## config.mk

```make
export PLATFORM = sky130hd
export DESIGN_NAME = alu_op_sequencer
export DESIGN_NICKNAME = d
export VERILOG_FILES = /design/src/rtl/alu_op_sequencer_pkg.sv /design/src/rtl/alu_op_regfile.sv /design/src/rtl/alu_op_sequencer.sv
export SDC_FILE = /design/constraint.sdc
export NUM_CORES = 1
export LEC_CHECK = 0
export ABC_AREA = 0
export CORE_ASPECT_RATIO = 1.75
export CORE_MARGIN = 3
export CORE_UTILIZATION = 51
export DETAILED_ROUTE_END_ITERATION = 8
export GPL_ROUTABILITY_DRIVEN = 1
export PLACE_DENSITY_LB_ADDON = 0.1
export SLEW_MARGIN = 10
export SYNTH_ARGS = -nofsm -noshare
export SYNTH_HDL_FRONTEND = slang
export SYNTH_SLANG_ARGS = --single-unit
```

## constraint.sdc

```tcl
create_clock -name clk -period 2.2 [get_ports clk]
set_input_delay 0.22 -clock clk [delete_from_list [all_inputs] [get_ports clk]]
set_output_delay 0.22 -clock clk [all_outputs]
set_load 0.03 [all_outputs]
```

## src/rtl/alu_op_sequencer_pkg.sv

```systemverilog
// Shared definitions for the ALU operation sequencer: instruction layout,
// FSM state encoding and operation codes understood by the shifter/ALU.
package alu_op_sequencer_pkg;

  localparam int DATA_W  = 8;
  localparam int NREGS   = 4;
  localparam int ADDR_W  = 2;
  localparam int INSTR_W = 16;

  // Instruction field bit positions
  localparam int OPER_HI     = 15;
  localparam int OPER_LO     = 13;
  localparam int SEL_OUT_BIT = 12;
  localparam int SEL_AMT_BIT = 11;
  localparam int IMM_HI      = 10;
  localparam int IMM_LO      = 8;
  localparam int RD_HI       = 7;
  localparam int RD_LO       = 6;
  localparam int RS1_HI      = 5;
  localparam int RS1_LO      = 4;
  localparam int RS2_HI      = 3;
  localparam int RS2_LO      = 2;
  localparam int RSV_HI      = 1;

  typedef enum logic [1:0] {
    ST_IDLE = 2'd0,
    ST_EXEC = 2'd1,
    ST_RESP = 2'd2
  } state_t;

  // Operation codes; 6 and 7 are passed through untouched.
  typedef enum logic [2:0] {
    OPER_PASS = 3'd0,
    OPER_ADD  = 3'd1,
    OPER_SUB  = 3'd2,
    OPER_AND  = 3'd3,
    OPER_OR   = 3'd4,
    OPER_NOT  = 3'd5
  } oper_e;

  typedef struct packed {
    logic [2:0]        oper;
    logic              sel_out;
    logic              sel_shift_amt;
    logic [2:0]        shift_imm;
    logic [ADDR_W-1:0] rd;
    logic [ADDR_W-1:0] rs1;
    logic [ADDR_W-1:0] rs2;
  } instr_t;

  // Split the meaningful upper bits of an instruction word into fields.
  function automatic instr_t decode_instr(input logic [INSTR_W-1:RSV_HI+1] word);
    instr_t f;
    f.oper          = word[OPER_HI:OPER_LO];
    f.sel_out       = word[SEL_OUT_BIT];
    f.sel_shift_amt = word[SEL_AMT_BIT];
    f.shift_imm     = word[IMM_HI:IMM_LO];
    f.rd            = word[RD_HI:RD_LO];
    f.rs1           = word[RS1_HI:RS1_LO];
    f.rs2           = word[RS2_HI:RS2_LO];
    return f;
  endfunction

endpackage

```

## src/rtl/alu_op_regfile.sv

```systemverilog
// 4x8 operand register file: two asynchronous read ports, a writeback port
// that beats the external preload port when both target the same entry,
// and an asynchronous clear.
module alu_op_regfile
  import alu_op_sequencer_pkg::*;
(
  input  logic              clk,
  input  logic              rst_n,
  input  logic [ADDR_W-1:0] rd_addr1,
  input  logic [ADDR_W-1:0] rd_addr2,
  output logic [DATA_W-1:0] rd_data1,
  output logic [DATA_W-1:0] rd_data2,
  input  logic              wb_en,
  input  logic [ADDR_W-1:0] wb_addr,
  input  logic [DATA_W-1:0] wb_data,
  input  logic              pl_en,
  input  logic [ADDR_W-1:0] pl_addr,
  input  logic [DATA_W-1:0] pl_data
);

  logic [NREGS-1:0][DATA_W-1:0] regs_flat;

  generate
    for (genvar gi = 0; gi < NREGS; gi++) begin : g_entry
      logic [DATA_W-1:0] entry_reg;
      logic              wb_hit;
      logic              pl_hit;

      assign wb_hit = wb_en && (wb_addr == ADDR_W'(gi));
      assign pl_hit = pl_en && (pl_addr == ADDR_W'(gi));

      // One entry: writeback has priority, preload only when writeback misses
      always_ff @(posedge clk or negedge rst_n) begin
        if (!rst_n) begin
          entry_reg <= '0;
        end else if (wb_hit) begin
          entry_reg <= wb_data;
        end else if (pl_hit) begin
          entry_reg <= pl_data;
        end
      end

      assign regs_flat[gi] = entry_reg;
    end
  endgenerate

  // Reads see the pre-edge contents, so a same-cycle preload is not bypassed
  assign rd_data1 = regs_flat[rd_addr1];
  assign rd_data2 = regs_flat[rd_addr2];

endmodule

```

## src/rtl/alu_op_sequencer.sv

```systemverilog
// Issue-side controller around the combinational shifter/ALU: accepts an
// instruction, presents operands for one EXEC cycle, captures and writes
// back the result, then holds it on the result channel until taken.
module alu_op_sequencer
  import alu_op_sequencer_pkg::*;
(
  input  logic               clk,
  input  logic               rst_n,
  input  logic               instr_valid,
  output logic               instr_ready,
  input  logic [INSTR_W-1:0] instr,
  input  logic               wr_en,
  input  logic [ADDR_W-1:0]  wr_addr,
  input  logic [DATA_W-1:0]  wr_data,
  output logic [DATA_W-1:0]  alu_inp1,
  output logic [DATA_W-1:0]  alu_inp2,
  output logic [2:0]         alu_shiftImm,
  output logic               alu_selShiftAmt,
  output logic [2:0]         alu_oper,
  output logic               alu_selOut,
  input  logic [DATA_W-1:0]  alu_out,
  output logic               res_valid,
  input  logic               res_ready,
  output logic [DATA_W-1:0]  res_data,
  output logic [ADDR_W-1:0]  res_rd,
  output logic [7:0]         op_count
);

  state_t            state_reg;
  logic              instr_ready_reg;
  logic              res_valid_reg;
  logic [DATA_W-1:0] inp1_reg;
  logic [DATA_W-1:0] inp2_reg;
  logic [2:0]        shift_imm_reg;
  logic              sel_shift_amt_reg;
  logic [2:0]        oper_reg;
  logic              sel_out_reg;
  logic [ADDR_W-1:0] rd_reg;
  logic [DATA_W-1:0] res_data_reg;
  logic [ADDR_W-1:0] res_rd_reg;
  logic [7:0]        op_count_reg;

  instr_t            fields;
  logic [DATA_W-1:0] rf_data1;
  logic [DATA_W-1:0] rf_data2;
  logic              accept;
  logic              wb_en;
  logic              unused_rsv;

  assign fields     = decode_instr(instr[INSTR_W-1:RSV_HI+1]);
  assign unused_rsv = ^instr[RSV_HI:0];
  assign accept     = (state_reg == ST_IDLE) && instr_valid && instr_ready_reg;
  // Writeback happens on the edge that closes EXEC
  assign wb_en      = (state_reg == ST_EXEC);

  alu_op_regfile u_rf (
    .clk      (clk),
    .rst_n    (rst_n),
    .rd_addr1 (fields.rs1),
    .rd_addr2 (fields.rs2),
    .rd_data1 (rf_data1),
    .rd_data2 (rf_data2),
    .wb_en    (wb_en),
    .wb_addr  (rd_reg),
    .wb_data  (alu_out),
    .pl_en    (wr_en),
    .pl_addr  (wr_addr),
    .pl_data  (wr_data)
  );

  // Sequencing FSM with all handshake and datapath outputs registered
  always_ff @(posedge clk or negedge rst_n) begin
    if (!rst_n) begin
      state_reg         <= ST_IDLE;
      instr_ready_reg   <= 1'b0;
      res_valid_reg     <= 1'b0;
      inp1_reg          <= '0;
      inp2_reg          <= '0;
      shift_imm_reg     <= '0;
      sel_shift_amt_reg <= 1'b0;
      oper_reg          <= '0;
      sel_out_reg       <= 1'b0;
      rd_reg            <= '0;
      res_data_reg      <= '0;
      res_rd_reg        <= '0;
      op_count_reg      <= '0;
    end else begin
      case (state_reg)
        ST_IDLE: begin
          if (accept) begin
            inp1_reg          <= rf_data1;
            inp2_reg          <= rf_data2;
            shift_imm_reg     <= fields.shift_imm;
            sel_shift_amt_reg <= fields.sel_shift_amt;
            oper_reg          <= fields.oper;
            sel_out_reg       <= fields.sel_out;
            rd_reg            <= fields.rd;
            instr_ready_reg   <= 1'b0;
            state_reg         <= ST_EXEC;
          end else begin
            // First cycle out of reset lands here with ready still low
            instr_ready_reg <= 1'b1;
          end
        end
        ST_EXEC: begin
          res_data_reg  <= alu_out;
          res_rd_reg    <= rd_reg;
          op_count_reg  <= op_count_reg + 8'd1;
          res_valid_reg <= 1'b1;
          state_reg     <= ST_RESP;
        end
        ST_RESP: begin
          if (res_ready) begin
            res_valid_reg   <= 1'b0;
            instr_ready_reg <= 1'b1;
            state_reg       <= ST_IDLE;
          end
        end
        default: begin
          res_valid_reg   <= 1'b0;
          instr_ready_reg <= 1'b0;
          state_reg       <= ST_IDLE;
        end
      endcase
    end
  end

  assign instr_ready     = instr_ready_reg;
  assign res_valid       = res_valid_reg;
  assign res_data        = res_data_reg;
  assign res_rd          = res_rd_reg;
  assign op_count        = op_count_reg;
  assign alu_inp1        = inp1_reg;
  assign alu_inp2        = inp2_reg;
  assign alu_shiftImm    = shift_imm_reg;
  assign alu_selShiftAmt = sel_shift_amt_reg;
  assign alu_oper        = oper_reg;
  assign alu_selOut      = sel_out_reg;

endmodule

```

==> results.md, run 1 <==
- The final critical delay including setup and external delays is 1.70 ns.
- The type of the worst setup path is register to output port.
- The total clock buffers created by CTS is 9.
- The largest single stage delay on the critical path is 0.72 ns.
- The fraction of met2 tracks used by global routing is 38.8%.
- The tightest hold margin is 0.400 ns.
- Clock latency on the worst-skew pair, taken at its later pin, is 0.33 ns.
- The initial antenna violation count is 0.
- After synthesis, the share of flip-flops with an asynchronous set or reset is 100%.
- The critical register-to-register path endpoint is op_count[5].
- Entering global routing, the biggest net connects 37 pins.
- The biggest fanout along the worst timing path is 5.
- The sequential element share of the synthesized area is 53.1%.
- The analysis attributes to net switching a power of 2640 uW.
- At the end of the flow, the number of nets in the layout was 435.
- The relative contribution of the clock network to total power is 18.2%.
- The pin slew with the least headroom to its limit is 0.496 ns.
- The number of cells upsized or downsized after cts is 0.
- Across the run, the number of max-cap violations was 0.
- Post-CTS timing repair inserted 0 buffers for setup.
- The clock drives 80 sinks.
- Counting both buffers and inverters, the worst setup path holds a total of 1.
- The die outline area is 8500 um2.
- The number of synthesized flops with an enable pin is 0.
- The first TritonRoute pass finished after 4 iterations.
- The detail-routed via count per cell is 5.57.
- The worst register-to-register path has a setup slack of 0.66 ns.
- Walking the worst path, the cells encountered are clkdlybuf4s50_1.
- Headroom to the max-slew limit came out at 66.8%.
- The required time of the critical path is 1.98 ns.
- The met3 usage in global routing is 5.95%.
- Among all flip-flop cells after synthesis, the most frequent one is dfrtp_1.
- The worst-case vdd ir drop is 0.000852 V.
- For the worst setup path, the data arrival time is 1.48 ns.
- The standby leakage power is 0.00219 uW.
- The post-route netlist has 17.6% of its cells at a drive strength greater than 1.
- The congestion estimate from routability-driven global placement came to 0.770.
- For this run, the top clock speed supported by timing is 587 MHz.
- The flow ran to the end, and the final reports show no timing, DRC or antenna violations.
- Input and output buffers added on the ports amount to 80.
- STA classifies the critical path endpoint as an output port.
- In this run, the number of DRC markers left after iteration 0 of detailed routing was 158.
- Leaving out fill and tap cells, the most frequent cell in the layout is dfrtp_1.
- In the layout the commonest cells are dfrtp_1 (80), clkdlybuf4s50_1 (79), nand2_1 (62).
- The global route total overflow is 0.
- The die width is 71 um.
- For this run, the total global-route usage over all layers was measured as 22.0%.
- The cell sitting at the root of the clock tree is a clkbuf_16.
- The number of top-level pins is 83.
- The number of global-route vias before repair is 2808.
- The slowest stage of the critical path is the clkdlybuf4s50_1 cell.
- The register clock-pin slew on the reported worst setup and hold paths is 0.05 ns.
- Once the floorplan was initialized, standard cells occupied 53.8% of the core.
- The clock passes through at most 2 buffers.
- Of the total power, registers draw 38.2%.
- In this run the remaining antenna-violating nets after routing total 0.
- The final antenna diode count is 0.
- The post-synthesis average cell area is 12.3 um2.
- The most area-hungry cell type in the Yosys netlist is dfrtp_1.
- The global-route wire length before repair is 14200 um.
- The cell count of the worst reg-to-reg path is 4.
- After routing, the total negative slack on setup checks comes to 0 ns.
- After legalization and detailed placement, the total HPWL measured 6160 um.
- The global-route met1 utilization is 25.4%.
- The class of the worst hold path is primary input to async pin.
- The number of synthesis warnings is 0.
- The proportion of power drawn by combinational gates is 43.6%.
- The clock tree from TritonCTS is done.
- Summing over every cut layer, the via total after detailed routing is 2686.
- The share of the synthesized area in the top cell type is 53.1%.
- By area the synthesized netlist is led by dfrtp_1 (53%), mux4_2 (9.6%), mux2i_1 (8.5%).
- The area added between synthesis and finish is 31.3%.
- The remaining routing DRC violations is 0.
- The detail-routed net length per standard cell is 18.2 um.
- The flip-flop count of the largest register, all copies and words added is 32.
- The post-synth net total is 347.
- The share of the clock period used by the worst path is 77.4%.
- Net switching is 36.8% of the power.
- The nature of the critical path startpoint is a register.
- After synthesis the netlist holds a flip-flop and latch count of 80.
- The number of hold violations in the final report is 0.
- Setup repair after global routing left no endpoint under its margin.
- Counting distinct cell types in the post-synthesis netlist gives 34.
- The max-slew violation total from the final report is 0.
- The worst-case clock skew is 0.00384 ns.
- The netlist area before placement is 3770 um2.
- Synthesis produced 307 cells.
- Row generation in the floorplan step produced 40 rows.
- The standard cell core area is 7010 um2.
- The busiest metal layer after global routing is met2.
- From bottom edge to top edge, the die measures 120 um.
- CTS built an H-tree with a depth of 3.
- The routed wire length is 8760 um.
- In this run the critical register-to-register path is launched from state_reg[0].
- The final number of setup-violating endpoints is 0.
- The internal power of the cells totals 4530 uW.
- The power density over the cells is 1450 nW/um2.
- The dominant delay contributor by cell family on the critical path is buffers and inverters.
timing repair:
item / 4_1_cts / 5_1_grt
hold endpoints to repair: 33 / 0
setup endpoints to repair: 0 / 0
hold buffers: 1 / 0
per-stage QoR:
| step | power (uW) | instances | util [%] | instance area (um2) | worst slack [ns] |
|---|---|---|---|---|---|
| final | 7170 | 482 | 70.7 | 4950 | 0.497 |
| after CTS | 7230 | 482 | 70.7 | 4950 | 0.480 |
| after global routing | 7570 | 482 | 70.7 | 4950 | 0.427 |
| after floorplan | 4670 | 307 | - | 3770 | 0.561 |
| after detailed placement | 5910 | 467 | 66.9 | 4690 | 0.355 |
| after global placement | 5790 | 467 | 66.9 | 4690 | 0.367 |
area by class of cell:
cell class              instances  area [um2]
fillers                       540        2050
flip-flops and latches         80        2000
multi-input cells             208        1660
repair buffers                 95         926
clock buffers                  13         250
well taps                      84         105
clock inverters                 1        5.00
inverters                       1        3.75
synthesized netlist by cell type, types with 3 or more instances:
| cell | number |
|---|---|
| xor2_1 | 3 |
| o21ai_0 | 24 |
| a21oi_1 | 8 |
| mux2i_1 | 32 |
| dfrtp_1 | 80 |
| nand4_1 | 3 |
| mux4_2 | 16 |
| nand2_1 | 62 |
| buf_6 | 3 |
| nor2_1 | 10 |
| xnor2_1 | 4 |
| mux2_2 | 24 |
| buf_2 | 10 |
cells by family after synthesis:
logic type      after synthesis  share of synthesized area, %
flops                        80                          53.1
mux                          74                          25.8
compound gates               36                          5.01
fa+ha+maj                     1                         0.332
xor+xnor                      7                          1.63
buf+inv                      19                          2.89
simple gates                 90                          11.2
metal layers:
layer / wire, um / up-vias
met3: 479 / 7
met5: 0 / -
met2: 4810 / 81
met1: 3350 / 1341
li1: - / 1257
met4: 123 / 0
worst max-delay path by stage:
stage	from	endpoint	slack, ns	depth (start not counted)
floorplan	instr_ready	alu_inp1[0]	0.56	4
global placement	instr[4]	alu_inp1[4]	0.37	4
detailed placement	instr[4]	alu_inp1[3]	0.36	4
CTS	op_count[2]	op_count[2]	0.48	1
global route	op_count[3]	op_count[3]	0.43	1
finish	op_count[2]	op_count[2]	0.50	1
power by group through the flow:
stage | clock network [uW] | registers (uW) | logic [uW]
final | 1300 | 2740 | 3130
after global routing | 1400 | 2840 | 3340
after CTS | 1330 | 2740 | 3160
after detailed placement | 0 | 2750 | 3160
after global placement | 0 | 2700 | 3080
after floorplan | 0 | 3340 | 1330
No activity file was read; power rests on OpenSTA's default activity.
==> run 2, diff against run 1 <==
CORE_UTILIZATION = 46   (was 51)
clock period = 1.5 ns   (was 2.2 ns; I/O delays follow)
==> run 2 against run 1 <==
Combinational power rose by 40%. Sequential power rose by 47%. Largest cell class unchanged. Wire length barely moved. Register-to-register slack worse by 0.57 ns. First-iteration DRC count fell by 31%. Global-route usage fell by 1.2 points. Sequential cell count did not move. Setup slack got worse by 0.40 ns. Final cell count increased by 3.7%. Critical path depth rose by 2. Non-clock buffer count rose by 10.
==> results.md, run 2 (synthesis results as in run 1) <==
- The flow ran to the end, and the final reports show no timing, DRC or antenna violations.
- The proportion of layout cells with a drive suffix above 1 is 20.7% (+3.1 points).
- The smallest clock period supported by the final layout is computed as 1.41 ns.
- The worst relative slew slack is 73.1% (+6.2 points).
- The routability congestion estimate is 0.773 (+0.34%).
- In the layout the commonest cells are dfrtp_1 (79), nand2_1 (61), dlygate4sd2_1 (42).
- The latest clock arrival within the worst-skew pair is 0.34 ns (about the same).
- The summed area of non-filler cells in the final layout is 5190 um2 (+4.8%).
- The half-perimeter wire length after detailed placement is 6600 um (+7.2%).
- The clock tree root buffer cell is clkbuf_16.
- The worst path uses 93.7% of the clock period.
- The max-slew violation total from the final report is 0 (unchanged).
- The fraction of met2 tracks used by global routing is 34.8% (-4.1 points).
- The worst-case vdd ir drop came to 0.00117 V (+37%).
- The relative contribution of the clock network to total power is 20.6% (+2.4 points).
- The maximum number of pins on one net before global-route repair was 28 (-24%).
- The net load switching power came to 3960 uW (+50%).
- The number of global-route vias before repair is 2893 (+3.0%).
- The initial antenna violation count is 0 (unchanged).
- The number of max-cap violations was 0 (unchanged).
- The maximum operating frequency is 711 MHz.
- The final antenna diode count was 0 (unchanged).
- The power density over the cells was 2040 nW/um2 (+41%).
- The total via count after detailed routing was 2688 (+0.074%).
- The required time of the critical path came to 1.72 ns (-0.26 ns).
- The clock sink total is 80 (unchanged).
- The detail-routed via count per cell was 5.38 (-3.5%).
- The die outline area came to 9360 um2 (+10%).
- The global-route met1 utilization is 26.1% (+0.69 points).
- The final worst-path setup slack is 0.0944 ns (-0.402 ns).
- The final net count is 445 (+2.3%).
- The biggest fanout along the worst timing path is 25 (+20).
- The source of the worst register-to-register timing path is state_reg[1].
- The standby leakage power is 0.00244 uW (+11%).
- The total negative slack for setup checks is 0 ns (unchanged).
- The library cell used most frequently in the layout, excluding fill and tap cells, is dfrtp_1.
- The worst-case clock skew is 0.00448 ns (+0.000642 ns).
- The cell count of the worst reg-to-reg path is 3 (-1).
- TritonCTS built the clock tree.
- The critical register-to-register path endpoint is alu_inp2[1].
- Relative to the synthesized area, the layout overhead comes to 37.6%.
- The flip-flop count of the largest register, all copies and words added is 32 (unchanged).
- The die width is 74.4 um (+4.9%).
- The cell count after placement came to 483 (+3.4%).
- The endpoint type of the worst setup path is a register.
- The total global-route track usage was 20.8% (-1.2 points).
- The height of the die was 126 um (+5.0%).
- The cell area after placement is 4930 um2 (+5.1%).
- The worst path arrival time was 1.62 ns (+0.14 ns).
- The met3 usage in global routing is 3.27% (-2.7 points).
- The type of the worst setup path is register to register.
- The maximum number of buffers from clock root to sink is 2 (unchanged).
- The count of placed standard cells in the final layout, fillers left out was 500 (+3.7%).
- The detail-routed net length per standard cell is 17.5 um (-3.7%).
- The tightest hold margin is 0.289 ns (-0.111 ns).
- The nature of the critical path startpoint is a register.
- The global routing stage identified its most utilized layer as met2.
- The total clock buffers created by CTS is 9 (unchanged).
- The routed wire length is 8760 um (about the same).
- The internal power component is 6650 uW (+47%).
- In this run the worst hold path is classified as primary input to async pin.
- The count of nets left with antenna violations after detail routing came to 0 (unchanged).
- The pin slew with the least headroom to its limit is 0.404 ns (-0.0919 ns).
- The final-layout fill cell count is 649 (+20%).
- The worst setup slack after placement came to -0.213 ns (-0.568 ns).
- The fraction of power consumed by sequential logic is 38.0% (-0.2 points).
- The final number of setup-violating endpoints came to 0 (unchanged).
- The proportion of power drawn by combinational gates is 41.4% (-2.2 points).
- The number of iterations in the first detailed-routing pass is 4 (unchanged).
- The count of buffers added by post-CTS timing repair for setup is 0 (unchanged).
- The net switching share of the total power is 37.3% (+0.47 points).
- The global route total overflow came to 0 (unchanged).
- The count of port buffers added during placement is 80 (unchanged).
- The register clock-pin slew on the reported worst setup and hold paths was 0.06 ns (about the same).
- The initial core utilization came to 47.4% (-6.5 points).
- The number of core rows is 43 (+7.5%).
- The DRC marker count from the first detailed-route iteration is 109 (-31%).
- The remaining routing DRC violations was 0 (unchanged).
- The number of top-level pins was 83 (unchanged).
- The count of H-tree levels built during CTS was 3 (unchanged).
- The number of hold violations in the final report is 0 (unchanged).
- The standard cell core area is 7960 um2 (+14%).
- The global-route wire length before repair was 14800 um (+3.8%).
- Setup repair after global routing left no endpoint under its margin.
- The flop-to-flop setup slack is 0.09 ns (-0.57 ns).
run 2: worst max-delay path, stage by stage (launching register included):
cell and delay, ns:
dfrtp_1 0.49, nor3_4 0.21, buf_12 0.22, mux2_2 0.36
run 2: power groups by stage:
stage | registers (uW) | clock network [uW] | logic (uW)
floorplan | 4900 | 0 | 1970
global placement | 4030 | 0 | 4700
detailed placement | 4080 | 0 | 4820
CTS | 4030 | 2230 | 4460
global route | 4180 | 2320 | 4770
finish | 4030 | 2190 | 4390
run 2: worst max-delay path by stage:
stage                       startpoint          end  slack [ns]  depth (start not counted)
after global routing      state_reg[1]  alu_inp1[6]        0.04                          3
after CTS                  alu_oper[0]  alu_oper[0]      0.0003                          1
after global placement        instr[2]  alu_inp2[4]       -0.21                          4
after detailed placement      instr[2]  alu_inp2[1]       -0.21                          4
after floorplan            instr_ready  alu_inp1[0]       -0.08                          4
final                     state_reg[1]  alu_inp2[1]        0.09                          3
run 2: area by class of cell:
| cell class | count | area, um2 | area share [%] |
|---|---|---|---|
| Tap cell | 90 | 113 | 2.17 |
| Clock inverter | 3 | 40.0 | 0.771 |
| Multi-Input combinational cell | 208 | 1670 | 32.1 |
| Inverter | 1 | 3.75 | 0.0723 |
| Timing Repair Buffer | 105 | 1100 | 21.3 |
| Sequential cell | 80 | 2000 | 38.6 |
| Clock buffer | 13 | 260 | 5.01 |
run 2: layer usage:
layer,share of wire (%),wire [um],vias to the layer above
li1,-,-,1280
met1,40,3550,1336
met2,54,4700,61
met3,3.7,327,11
met4,2.1,182,0
met5,0,0,-
run 2: repair_timing:
item | CTS | global route
endpoints found under the hold margin | 24 | 0
hold buffers | 1 | 0
endpoints found under the setup margin | 42 | 2
pin swaps | 0 | 0
resized for setup | 42 | 2
run 2: metrics by stage:
stage / total power, uW / utilization [%]
3_3_place_gp: 8730 / 61.9
2_1_floorplan: 6870 / -
6_report: 10600 / 65.2
3_5_place_dp: 8890 / 61.9
5_1_grt: 11300 / 65.2
4_1_cts: 10700 / 65.1
==> run 3, diff against run 2 <==
CAP_MARGIN = 20   (was default)
CORE_UTILIZATION = 40   (was 46)
CTS_CLUSTER_SIZE = 14   (was default)
==> run 3 against run 2 <==
Count of clock-buffer cells in the layout did not move. Wire length rose by 4.4%. Sequential power barely moved. Global-route usage fell by 2.7 points. Combinational power rose by 2%.
==> results.md, run 3 (synthesis results as in run 1) <==
- The run finished with clean final reports.
- The routability congestion estimate was 0.784 (+1.5%).
- The area added between synthesis and finish is 39.1%.
- The worst setup slack after placement is -0.230 ns (-0.0172 ns).
- The clock tree from TritonCTS is done.
- The proportion of layout cells with a drive suffix above 1 came to 20.9% (+0.19 points).
- The maximum number of buffers from clock root to sink is 2 (unchanged).
- The maximum operating frequency was 716 MHz (+0.63%).
- The worst relative slew slack was 70.5% (-2.6 points).
- The total via count after detailed routing came to 2707 (+0.71%).
- The number of global-route vias before repair is 2735 (-5.5%).
- The flip-flop count of the largest register, all copies and words added is 32 (unchanged).
- The die outline area came to 10700 um2 (+14%).
- The count of buffers added by post-CTS timing repair for setup is 0 (unchanged).
- The sequential cell area in the final layout is 2000 um2 (unchanged).
- The endpoint type of the worst setup path is a register.
- The share of the clock period used by the worst path is 93.1% (-0.59 points).
- The nature of the critical path startpoint is a register.
- The latest clock arrival within the worst-skew pair came to 0.33 ns (about the same).
- The worst-case clock skew is 0.00630 ns (+0.00182 ns).
- The tree is rooted in a clkbuf_16.
- The pin slew with the least headroom to its limit came to 0.443 ns (+0.0386 ns).
- The max-slew violation total from the final report is 0 (unchanged).
- The count of placed standard cells in the final layout, fillers left out came to 531 (+6.2%).
- The remaining routing DRC violations is 0 (unchanged).
- The initial core utilization is 41.2% (-6.2 points).
- The register clock-pin slew on the reported worst setup and hold paths is 0.06 ns (about the same).
- The final worst-path setup slack is 0.103 ns (+0.00880 ns).
- The final-layout fill cell count was 785 (+21%).
- The worst path arrival time was 1.61 ns (about the same).
- The area taken by multi-input logic gates is 1670 um2 (unchanged).
- Following the worst setup path forward leads to its endpoint at alu_inp2[5].
- The detail-routed via count per cell is 5.10 (-5.2%).
- Setup repair after global routing left no endpoint under its margin.
- The power density over the cells came to 2040 nW/um2 (-0.40%).
- The global route total overflow came to 0 (unchanged).
- The final critical delay including setup and external delays is 1.40 ns (-0.00880 ns).
- The tightest hold margin is 0.379 ns (+0.0901 ns).
- The worst-case vdd ir drop is 0.00100 V (-14%).
- The DRC marker count from the first detailed-route iteration is 118 (+8.3%).
- The detail-routed net length per standard cell is 17.2 um (-1.7%).
- The library cells used most frequently in the layout, excluding fill and tap cells, are dfrtp_1 (79), nand2_1 (61), clkdlybuf4s50_1 (35).
- The number of top-level pins is 83 (unchanged).
- The number of max-cap violations is 0 (unchanged).
- The half-perimeter wire length after detailed placement is 6440 um (-2.4%).
- The most critical setup path has its startpoint at state_reg[1].
- The source of the worst register-to-register timing path is state_reg[1].
- The number of hold violations in the final report is 0 (unchanged).
- The routed wire length is 9150 um (+4.4%).
- The global-route wire length before repair is 14400 um (-2.2%).
- The type of the worst setup path is register to register.
- The total negative slack for setup checks is 0 ns (unchanged).
- The endpoint identified for the worst register-to-register timing path is alu_inp2[5].
- The height of the die is 134 um (+6.9%).
- The count of port buffers added during placement came to 80 (unchanged).
- The number of core rows is 46 (+7.0%).
- The utilization of the core after routing is 57.3% (-7.9 points).
- The total global-route track usage is 18.1% (-2.7 points).
- The final number of setup-violating endpoints is 0 (unchanged).
- The class of the worst hold path is primary input to async pin.
- The initial antenna violation count is 0 (unchanged).
- The library cell used most frequently in the layout, excluding fill and tap cells, is dfrtp_1.
- The count of H-tree levels built during CTS came to 3 (unchanged).
- The count of nets left with antenna violations after detail routing is 0 (unchanged).
- The cell count after placement is 514 (+6.4%).
- The final net count was 446 (+0.22%).
- The flop-to-flop setup slack came to 0.10 ns (about the same).
- The cell count of the worst reg-to-reg path is 3 (unchanged).
- The standard cell core area is 9150 um2 (+15%).
- The maximum number of pins on one net before global-route repair is 81 (+190%).
- The die width was 79.4 um (+6.7%).
- The clock sink total came to 80 (unchanged).
- The final antenna diode count came to 0 (unchanged).
- The number of iterations in the first detailed-routing pass is 4 (unchanged).
- The standby leakage power is 0.00251 uW (+2.9%).
- The total clock buffers created by CTS came to 9 (unchanged).
- The required time of the critical path came to 1.71 ns (about the same).
- The biggest fanout along the worst timing path is 24 (-4.0%).
## run 3: cell types whose count changed in the layout (fill, tap and decap cells not counted), sizes merged
cell	delta
dlymetal6s2s	+9
dlygate4sd2	-9
buf	+1
## run 3: how the worst min path moves through the flow
stage                                        end   from  slack (ns)  cells after the start
floorplan                            alu_inp1[0]  rst_n       -0.15                      0
global placement    u_rf.g_entry[0].entry_reg[0]  rst_n        0.22                      2
detailed placement                   alu_inp1[0]  rst_n        0.22                      2
CTS                 u_rf.g_entry[0].entry_reg[0]  rst_n        0.41                      3
global route                         alu_inp1[0]  rst_n        0.41                      3
finish                               alu_inp2[0]  rst_n        0.38                      3
## run 3: metal layers
layer | GRT usage [%] | wire [um]
met5 | 0 | 0
met2 | 31.0 | 4890
met3 | 3.49 | 411
met4 | 7.27 | 166
met1 | 22.2 | 3680
## run 3: critical path, cell delays in order (launching register included)
cell and delay (ns):
dfrtp_1 0.49, nor3_4 0.21, buf_12 0.21, mux2_2 0.36
## run 3: metrics by stage
stage / total power, uW / cell area [um2]
2_1_floorplan: 6870 / 3780
3_3_place_gp: 8780 / 4950
3_5_place_dp: 8890 / 4950
4_1_cts: 10800 / 5220
5_1_grt: 11300 / 5240
6_report: 10700 / 5240
## run 3: area by class of cell
cell class,count,share of cell area (%)
clock buffers,13,4.96
clock inverters,3,0.764
inverters,1,0.0716
well taps,120,2.86
flip-flops and latches,80,38.2
multi-input cells,208,31.8
repair buffers,106,21.4
## run 3: power by group
group	switching, uW	total [uW]	internal (uW)
registers	807	4020	3210
clock network	821	2200	1380
logic	2320	4460	2140
total	3950	10700	6720
## run 3: what timing repair did
item,in CTS,in global routing
endpoints found under the setup margin,33,11
resized for setup,33,11
hold buffers,1,0
hold endpoints to repair,80,0
